--- src/rtl/fetch_queue_pkg.sv ---
// rtl/fetch_queue_pkg.sv - shared widths, packet type and NOP encoding for the fetch queue
//
// Contents:
//   PC_W, INSTR_W  packet field widths
//   fetch_pkt_t    {pc, instr} packet as stored and presented to decode
//   NOP_INSTR      instruction word shown when no packet is valid
package fetch_queue_pkg;

  localparam int PC_W    = 20;
  localparam int INSTR_W = 20;

  localparam logic [INSTR_W-1:0] NOP_INSTR = 20'h00000;

  typedef struct packed {
    logic [PC_W-1:0]    pc;
    logic [INSTR_W-1:0] instr;
  } fetch_pkt_t;

endpackage

--- src/rtl/fetch_queue_mem.sv ---
// rtl/fetch_queue_mem.sv - packet storage array for the fetch queue
//
// Simple dual-port array of DEPTH packets: one synchronous write port and
// one asynchronous read port, both addressed by entry index.
//
// Ports:
//   clk      in   write clock
//   wr_en    in   write wr_data into entry wr_idx at the rising edge
//   wr_idx   in   write entry index
//   wr_data  in   packet to store
//   rd_idx   in   read entry index
//   rd_data  out  packet at rd_idx (combinational)
module fetch_queue_mem
  import fetch_queue_pkg::*;
#(
  parameter int DEPTH = 4,
  localparam int IDX_W = $clog2(DEPTH)
) (
  input  logic             clk,
  input  logic             wr_en,
  input  logic [IDX_W-1:0] wr_idx,
  input  fetch_pkt_t       wr_data,
  input  logic [IDX_W-1:0] rd_idx,
  output fetch_pkt_t       rd_data
);

  // Contents are not reset; the pointers in the parent decide what is valid.
  fetch_pkt_t mem_q [DEPTH];

  always_ff @(posedge clk) begin
    if (wr_en) begin
      mem_q[wr_idx] <= wr_data;
    end
  end

  assign rd_data = mem_q[rd_idx];

endmodule

--- src/rtl/fetch_queue.sv ---
// rtl/fetch_queue.sv - in-order instruction queue between fetch and decode
//
// Buffers up to DEPTH {pc, instr} packets. Fetch pushes with in_valid/in_ready,
// decode pops with out_valid/out_ready. A taken branch raises flush, which
// empties the queue and drops any same-cycle push.
//
// Optional feature: define FETCH_QUEUE_BYPASS_EN to present the incoming
// packet combinationally on out_* when the queue is empty.
//
// Ports:
//   clk        in   clock, rising edge
//   reset      in   synchronous, active-high
//   flush      in   discard all entries and the same-cycle push
//   in_valid   in   fetch offers a packet
//   in_ready   out  queue not full (registered state only)
//   in_pc      in   offered PC
//   in_instr   in   offered instruction
//   out_valid  out  head packet available
//   out_ready  in   decode consumes the head
//   out_pc     out  head PC, zero when out_valid=0
//   out_instr  out  head instruction, NOP when out_valid=0
//   count      out  current occupancy 0..DEPTH
module fetch_queue
  import fetch_queue_pkg::*;
#(
  parameter int DEPTH = 4,
  localparam int IDX_W = $clog2(DEPTH),
  localparam int PTR_W = IDX_W + 1
) (
  input  logic               clk,
  input  logic               reset,
  input  logic               flush,
  input  logic               in_valid,
  output logic               in_ready,
  input  logic [PC_W-1:0]    in_pc,
  input  logic [INSTR_W-1:0] in_instr,
  output logic               out_valid,
  input  logic               out_ready,
  output logic [PC_W-1:0]    out_pc,
  output logic [INSTR_W-1:0] out_instr,
  output logic [PTR_W-1:0]   count
);

  localparam logic [PTR_W-1:0] PTR_ONE = {{(PTR_W-1){1'b0}}, 1'b1};

  // Pointers carry one extra wrap bit so full and empty are distinguishable.
  logic [PTR_W-1:0] wr_ptr_q, wr_ptr_d;
  logic [PTR_W-1:0] rd_ptr_q, rd_ptr_d;

  logic       empty;
  logic       full;
  logic       bypass;
  logic       bypass_take;
  logic       push;
  logic       pop;
  fetch_pkt_t in_pkt;
  fetch_pkt_t rd_pkt;
  fetch_pkt_t head;
  logic       head_valid;

  assign empty = (wr_ptr_q == rd_ptr_q);
  assign full  = (wr_ptr_q[IDX_W-1:0] == rd_ptr_q[IDX_W-1:0]) &&
                 (wr_ptr_q[IDX_W] != rd_ptr_q[IDX_W]);

  // Derived from pointer flops only, so decode can never loop back into fetch.
  assign in_ready = !full;

  assign in_pkt.pc    = in_pc;
  assign in_pkt.instr = in_instr;

`ifdef FETCH_QUEUE_BYPASS_EN
  // Empty queue: hand the incoming packet straight to decode. If decode takes
  // it this cycle it is never stored; otherwise it is written as usual.
  assign bypass      = empty && in_valid && !flush;
  assign bypass_take = bypass && out_ready;
`else
  assign bypass      = 1'b0;
  assign bypass_take = 1'b0;
`endif

  assign push = in_valid && in_ready && !flush && !bypass_take;
  // Pops only ever come from storage; a bypassed packet leaves the pointers alone.
  assign pop  = !empty && out_ready && !flush;

  always_comb begin
    head_valid = !empty;
    head       = rd_pkt;
    if (bypass) begin
      head_valid = 1'b1;
      head       = in_pkt;
    end
  end

  assign out_valid = head_valid;
  assign out_pc    = head_valid ? head.pc    : '0;
  assign out_instr = head_valid ? head.instr : NOP_INSTR;

  // Pointer widths are a power of two, so plain subtraction wraps correctly.
  assign count = wr_ptr_q - rd_ptr_q;

  always_comb begin
    wr_ptr_d = wr_ptr_q;
    rd_ptr_d = rd_ptr_q;
    if (reset) begin
      wr_ptr_d = '0;
      rd_ptr_d = '0;
    end else if (flush) begin
      wr_ptr_d = '0;
      rd_ptr_d = '0;
    end else begin
      if (push) begin
        wr_ptr_d = wr_ptr_q + PTR_ONE;
      end
      if (pop) begin
        rd_ptr_d = rd_ptr_q + PTR_ONE;
      end
    end
  end

  always_ff @(posedge clk) begin
    wr_ptr_q <= wr_ptr_d;
    rd_ptr_q <= rd_ptr_d;
  end

  fetch_queue_mem #(
    .DEPTH (DEPTH)
  ) u_mem (
    .clk     (clk),
    .wr_en   (push && !reset),
    .wr_idx  (wr_ptr_q[IDX_W-1:0]),
    .wr_data (in_pkt),
    .rd_idx  (rd_ptr_q[IDX_W-1:0]),
    .rd_data (rd_pkt)
  );

endmodule
--- config.mk ---
export PLATFORM = sky130hd
export DESIGN_NAME = fetch_queue
export DESIGN_NICKNAME = d
export VERILOG_FILES = /design/src/rtl/fetch_queue_pkg.sv /design/src/rtl/fetch_queue_mem.sv /design/src/rtl/fetch_queue.sv
export SDC_FILE = /design/constraint.sdc
export NUM_CORES = 1
export LEC_CHECK = 0
export CORE_MARGIN = 10
export CORE_UTILIZATION = 45
export DETAILED_ROUTE_END_ITERATION = 16
export PLACE_DENSITY = 0.7
export SLEW_MARGIN = 20
export SYNTH_ARGS = -nofsm -noshare
export SYNTH_HDL_FRONTEND = slang
export SYNTH_SLANG_ARGS = --single-unit
--- constraint.sdc ---
create_clock -name clk -period 4.65 [get_ports clk]
set_input_delay 0.6975 -clock clk [delete_from_list [all_inputs] [get_ports clk]]
set_output_delay 0.6975 -clock clk [all_outputs]
set_load 0.05 [all_outputs]
# --- Word-level counts from Yosys, hierarchy flattened ---
# Memories as Yosys holds them, arrays and structs flattened. A register that Yosys moved wholly into a read port is not among the register bits.
# Cells that the tools add are included.
classes:
  n_addsub: 3
  eq_ne: 3
  mux: 6
  reduce_logical: 11
op_table:
  columns: ["op", "n"]
  rows:
  - ["$mux 20", 2]
  - ["$add 3x1->3 const B", 2]
  - ["$logic_and 1x1->1", 6]
  - ["$logic_not 1->1", 4]
  - ["$mux 2", 2]
  - ["$eq 3x3->1", 1]
  - ["$sub 3x3->3", 1]
  - ["$eq 2x2->1", 1]
  - ["$mux 1", 2]
  - ["$reduce_or 2->1", 1]
  - ["$ne 1x1->1", 1]
totals:
  register_bits: 6
  mem_bits_rw: 160
  input_bits: 45
  out_inout_bits: 45
  word_cells: 26
  n_memories: 1
mem_list:
  columns: ["memory", "depth", "width", "rd", "rd_clocked_by_memory_dff", "wr", "line_no", "source"]
  rows:
  - ["u_mem.mem_q", 4, 40, 1, 1, 1, "fetch_queue_mem.sv:28", "fetch_pkt_t mem_q [DEPTH];"]

# --- Logic depth before layout (Yosys ltp) ---
logic_depth:
  depth_word: 8
  mapped_depth: 6
  depth_no_buf: 5

# --- Hierarchy ---
# A second synthesis with hierarchy kept.
hier_totals:
  hier_cells: 309
  area_unflattened_um2: 6548.8
modules_own_cells:
  columns: ["module", "n_inst", "cells_per_inst", "area_per_inst_um2", "seq_area_each_um2"]
  rows:
  - ["fetch_queue_mem", 1, 213, 5848.1, 4804.6]
  - ["fetch_queue", 1, 96, 700.7, 120.1]

# --- Worst setup path after synthesis ---
# No wires, ideal clock.
synth_timing:
  kind: "flip-flop to flip-flop"
  from: "reg wr_ptr_q[0]"
  to: "mem u_mem.mem_q[0][0] (netlist name) (enable)"
  setup_ps: 495
  t_arrival_ps: 4310
  required_ps: 4155
  slack_ps: -155
  stages_incl_launch_ff: 6
  path_buffers: 0
  period_less_slack_ps: 4805
  cell_sequence: "dfxtp_1 inv_1 ha_1 and2_1 a211o_2 nor3b_1"
synth_via:
  elab_chain_cells: 8
synth_rtl:
  columns: ["item", "line_no", "source"]
  rows:
  - ["start, declared", "fetch_queue.sv:47", "logic [PTR_W-1:0] wr_ptr_q, wr_ptr_d;"]
  - ["start signal, assigned", "fetch_queue.sv:121", "wr_ptr_q <= wr_ptr_d;"]
  - ["$eq 2x2->1", "fetch_queue.sv:62", "assign full = (wr_ptr_q[IDX_W-1:0] == rd_ptr_q[IDX_W-1:0]) &&"]
  - ["$logic_and 1x1->1", "fetch_queue.sv:62", null]
  - ["$logic_not 1->1", "fetch_queue.sv:66", "assign in_ready = !full;"]
  - ["$logic_and 1x1->1 (2 in a row)", "fetch_queue.sv:81", "assign push = in_valid && in_ready && !flush && !bypass_take;"]
  - ["$logic_and 1x1->1", "fetch_queue.sv:129", ".wr_en (push && !reset),"]
  - ["$mux 1", "fetch_queue_mem.sv:31", "if (wr_en) begin"]
  - ["$mux 1 (implied by the code)", "fetch_queue_mem.sv:32", "mem_q[wr_idx] <= wr_data;"]
  - ["end, declared", "fetch_queue_mem.sv:28", null]
# Several ways; a longest one is shown, not always the timed one.

# --- Worst setup path after layout ---
layout_timing:
  from: "reg wr_ptr_q[0]"
  to: "out out_pc[8]"
layout_via:
  elab_chain_cells: 2
layout_rtl:
  columns: ["item", "line_no", "source"]
  rows:
  - ["$eq 3x3->1", "fetch_queue.sv:61", "assign empty = (wr_ptr_q == rd_ptr_q);"]
  - ["$mux 20", "fetch_queue.sv:95", "assign out_pc = head_valid ? head.pc : '0;"]
  - ["end, declared", "fetch_queue.sv:39", "output logic [PC_W-1:0] out_pc,"]
# Every way passes these cells.

==> impl_metrics.py <==
metrics = {
    "worst_setup_path": {
        "critPathArrivalTime_ns": 3.08,
        "crit_type": "flop to primary output",
        "worstPathRequired_ns": 3.95,
        "cp_cell_sequence": "inv_1, ha_1, nand2_1, nor2_4, buf_4, nor2b_1, clkdlybuf4s50_1",
        "critical_path_peak_fanout": 26,
        "start_kind": "flop",
        "max_stage_delay_ns": 0.73,
        "cpMaxStageDelayCell": "clkdlybuf4s50_1",
        "worstSetupEndpointType": "primary output",
    },
    "cells_and_area": {
        "layout-drive-gt1-share_pct": 14.45,
        "layout_commonest_cell": "edfxtp_1",
        "design_area_um2": 8432,
        "nNetsFinal": 469,
        "most-common-layout-cells": "edfxtp_1 (160), clkdlybuf4s50_1 (89), nor2b_1 (40), mux4_1 (28), clkbuf_16 (17)",
        "areaGrowthSynthToFinish_pct": 25.77,
        "antennaDiodeCount": 0,
    },
    "sta": {
        "min_period_over_period_pct": 81.18,
        "worstMarginPinSlew_ns": 0.9264,
        "slew-limit-headroom_pct": 38.24,
        "max_freq_ghz": 0.2649,
        "setup_viol": 0,
        "clock_skew_ns": 0.006307,
        "hold_viol_final": 0,
        "whs_ns": 0.5118,
        "tns_ns": 0,
        "layout_min_cycle_time_ns": 3.775,
        "slew_viol_final": 0,
        "rsz0062_at_grt": "no",
    },
    "floorplan": {
        "rows": 44,
        "core_area_um2": 14590,
        "start_util_pct": 45.95,
        "dieArea_um2": 20180,
        "chipHeight_um": 142.1,
        "io-pin-count": 90,
        "dieWidth_um": 142.1,
    },
    "placement": {
        "place.gp.congestion": 0.7522,
        "port_buffers": 89,
        "placed_area_um2": 7830,
        "dp_hpwl_mm": 7.591,
    },
    "yosys": {
        "synthAdderAreaFrac_pct": 1.605,
        "mappedNetlistNets": 367,
        "synth_compound_area_share_pct": 0.6346,
        "synth-seq-cells": 168,
        "yosysWarningCount": 0,
        "yosys-top-cells-area": "edfxtp_1 (72%), mux4_1 (11%), mux4_2 (4.0%)",
        "avgSynthCellArea_um2": 21.35,
        "synthXorXnorAreaFrac_pct": 0.3733,
        "yosys-mux-area-fraction_pct": 15.90,
        "synth_top_area_share_pct": 71.67,
        "synth_area_um2": 6704,
        "post_synth_num_cell_types": 28,
        "synth_top_family_by_area": "multiplexers",
        "syn_inst": 314,
        "yosys.area_share.simple_pct": 5.506,
        "yosysTopAreaCell": "edfxtp_1",
        "seq_area_frac_synth_pct": 74.06,
    },
    "route": {
        "ant_nets": 0,
        "totalWireLength_mm": 12.60,
        "drcViolationCount": 0,
        "dr.pass1.iters": 4,
        "vias": 3222,
        "vias_per_cell": 5.256,
        "drt_iter0_drc": 188,
        "wire_per_inst_um": 20.55,
    },
    "clock_network": {
        "postCtsSetupRepairBufs": 0,
        "clkSlewWorstSetupHoldPaths_ns": 0.06,
        "clkLatencyLatePin_ns": 0.42,
        "clockBufferDepth": 2,
        "clock-root-buffer": "clkbuf_16",
        "cts_tree": "yes",
        "htree_levels": 4,
        "clock-sinks": 168,
        "cts.hold.buffers_added": 0,
        "numCtsBuffers": 17,
        "ctsResizeCount": 0,
    },
    "global_routing": {
        "grtUsageMet3_pct": 4.673,
        "grt_pass1_wl_mm": 19.29,
        "grt_max_degree": 41,
        "grt-busiest-layer": "met2",
        "grtUsageMet1_pct": 15.90,
        "grt_pass1_vias": 3400,
        "grt_use_total_pct": 12.60,
        "use_met2_pct": 19.41,
        "antenna_found_initial": 0,
        "gr-total-overflow": 0,
    },
    "power": {
        "power_leakage_nw": 2.730,
        "vdd_drop_max_mv": 0.2978,
        "powerDensity_nw_per_um2": 386.7,
        "total_power_w": 0.003261,
    },
    "run": {
        "drv_cap": 0,
    },
    "worst_hold_path": {
        "min_path_type": "flop to flop",
    },
    "outcome": {
        "status": "finished, final reports clean",
    },
}
[Yosys cell counts]
cell type / count
nand3b_1: 1
mux4_1: 28
nor3b_1: 4
nand4_1: 1
clkbuf_1: 5
mux2i_1: 6
and2_1: 1
fa_1: 1
nand4b_1: 1
nor2_1: 1
edfxtp_1: 160
nand2_1: 10
ha_1: 7
dfxtp_1: 8
a211o_2: 1
o21a_1: 1
or3_1: 2
buf_2: 4
o211ai_1: 1
nor2_2: 1
xor2_1: 1
inv_1: 9
nor2b_1: 40
mux4_2: 12
xor2_2: 1
buf_6: 5
a21oi_1: 1
o211ai_2: 1
[cells by family (layout without fill, tap and decap cells)]
group           Yosys count  in the layout
compound gates            5              5
simple gates             62             62
buf+inv                  23            138
mux                      46             46
xor+xnor                  2              2
flops                   168            168
fa+ha+maj                 8              8
[worst max-delay path, delay by kind of cell, from the launching register on]
| family | cells | cell delay, ns |
|---|---|---|
| flops | 1 | 0.38 |
| fa+ha+maj | 1 | 0.33 |
| buf+inv | 3 | 1.27 |
| simple gates | 3 | 0.68 |
[cell type report]
type / count / area, um^2
Sequential cell: 168 / 4967
Timing Repair Buffer: 97 / 963.4
Inverter: 9 / 33.78
Tap cell: 184 / 230.2
Clock buffer: 17 / 425.4
Multi-Input combinational cell: 123 / 1635
Fill cell: 1065 / 6157
Clock inverter: 15 / 176.4
[power by group]
group / switching, W / internal [W] / total [W]
registers: 0.00000439 / 0.00167 / 0.00167
clock network: 0.000565 / 0.000847 / 0.00141
logic: 0.0000979 / 0.0000767 / 0.000175
[per-layer routing]
layer / routed length [um] / part of all wire (%)
met3: 931 / 7.4
met4: 194 / 1.5
met5: 0 / 0
met1: 5502 / 44
met2: 5970 / 47
[per-stage QoR]
step	utilization [%]	instances	worst slack [ns]
floorplan	-	314	-0.1550
detailed placement	53.67	581	1.293
CTS	57.80	613	0.8178
finish	57.80	613	0.8753
global placement	53.67	581	1.296
global route	57.80	613	0.6418
[worst paths after layout]
check                           startpoint                           end  slack [ns]  cells after the start
setup / recovery  wr_ptr_q[0]$_SDFFE_PP0P_                     out_pc[8]        0.88                      7
setup reg to reg  wr_ptr_q[0]$_SDFFE_PP0P_  u_mem.mem_q[2][31]$_DFFE_PP_        2.05                      6
hold reg to reg   wr_ptr_q[0]$_SDFFE_PP0P_      wr_ptr_q[0]$_SDFFE_PP0P_        0.51                      2
hold / removal    wr_ptr_q[0]$_SDFFE_PP0P_      wr_ptr_q[0]$_SDFFE_PP0P_        0.51                      2
[registers in the layout, summed over array words and instances (netlist names), named ones only]
signal       cells
u_mem.mem_q    160
rd_ptr_q         3
wr_ptr_q         3
Note: power is estimated with default switching activity, not from simulation.
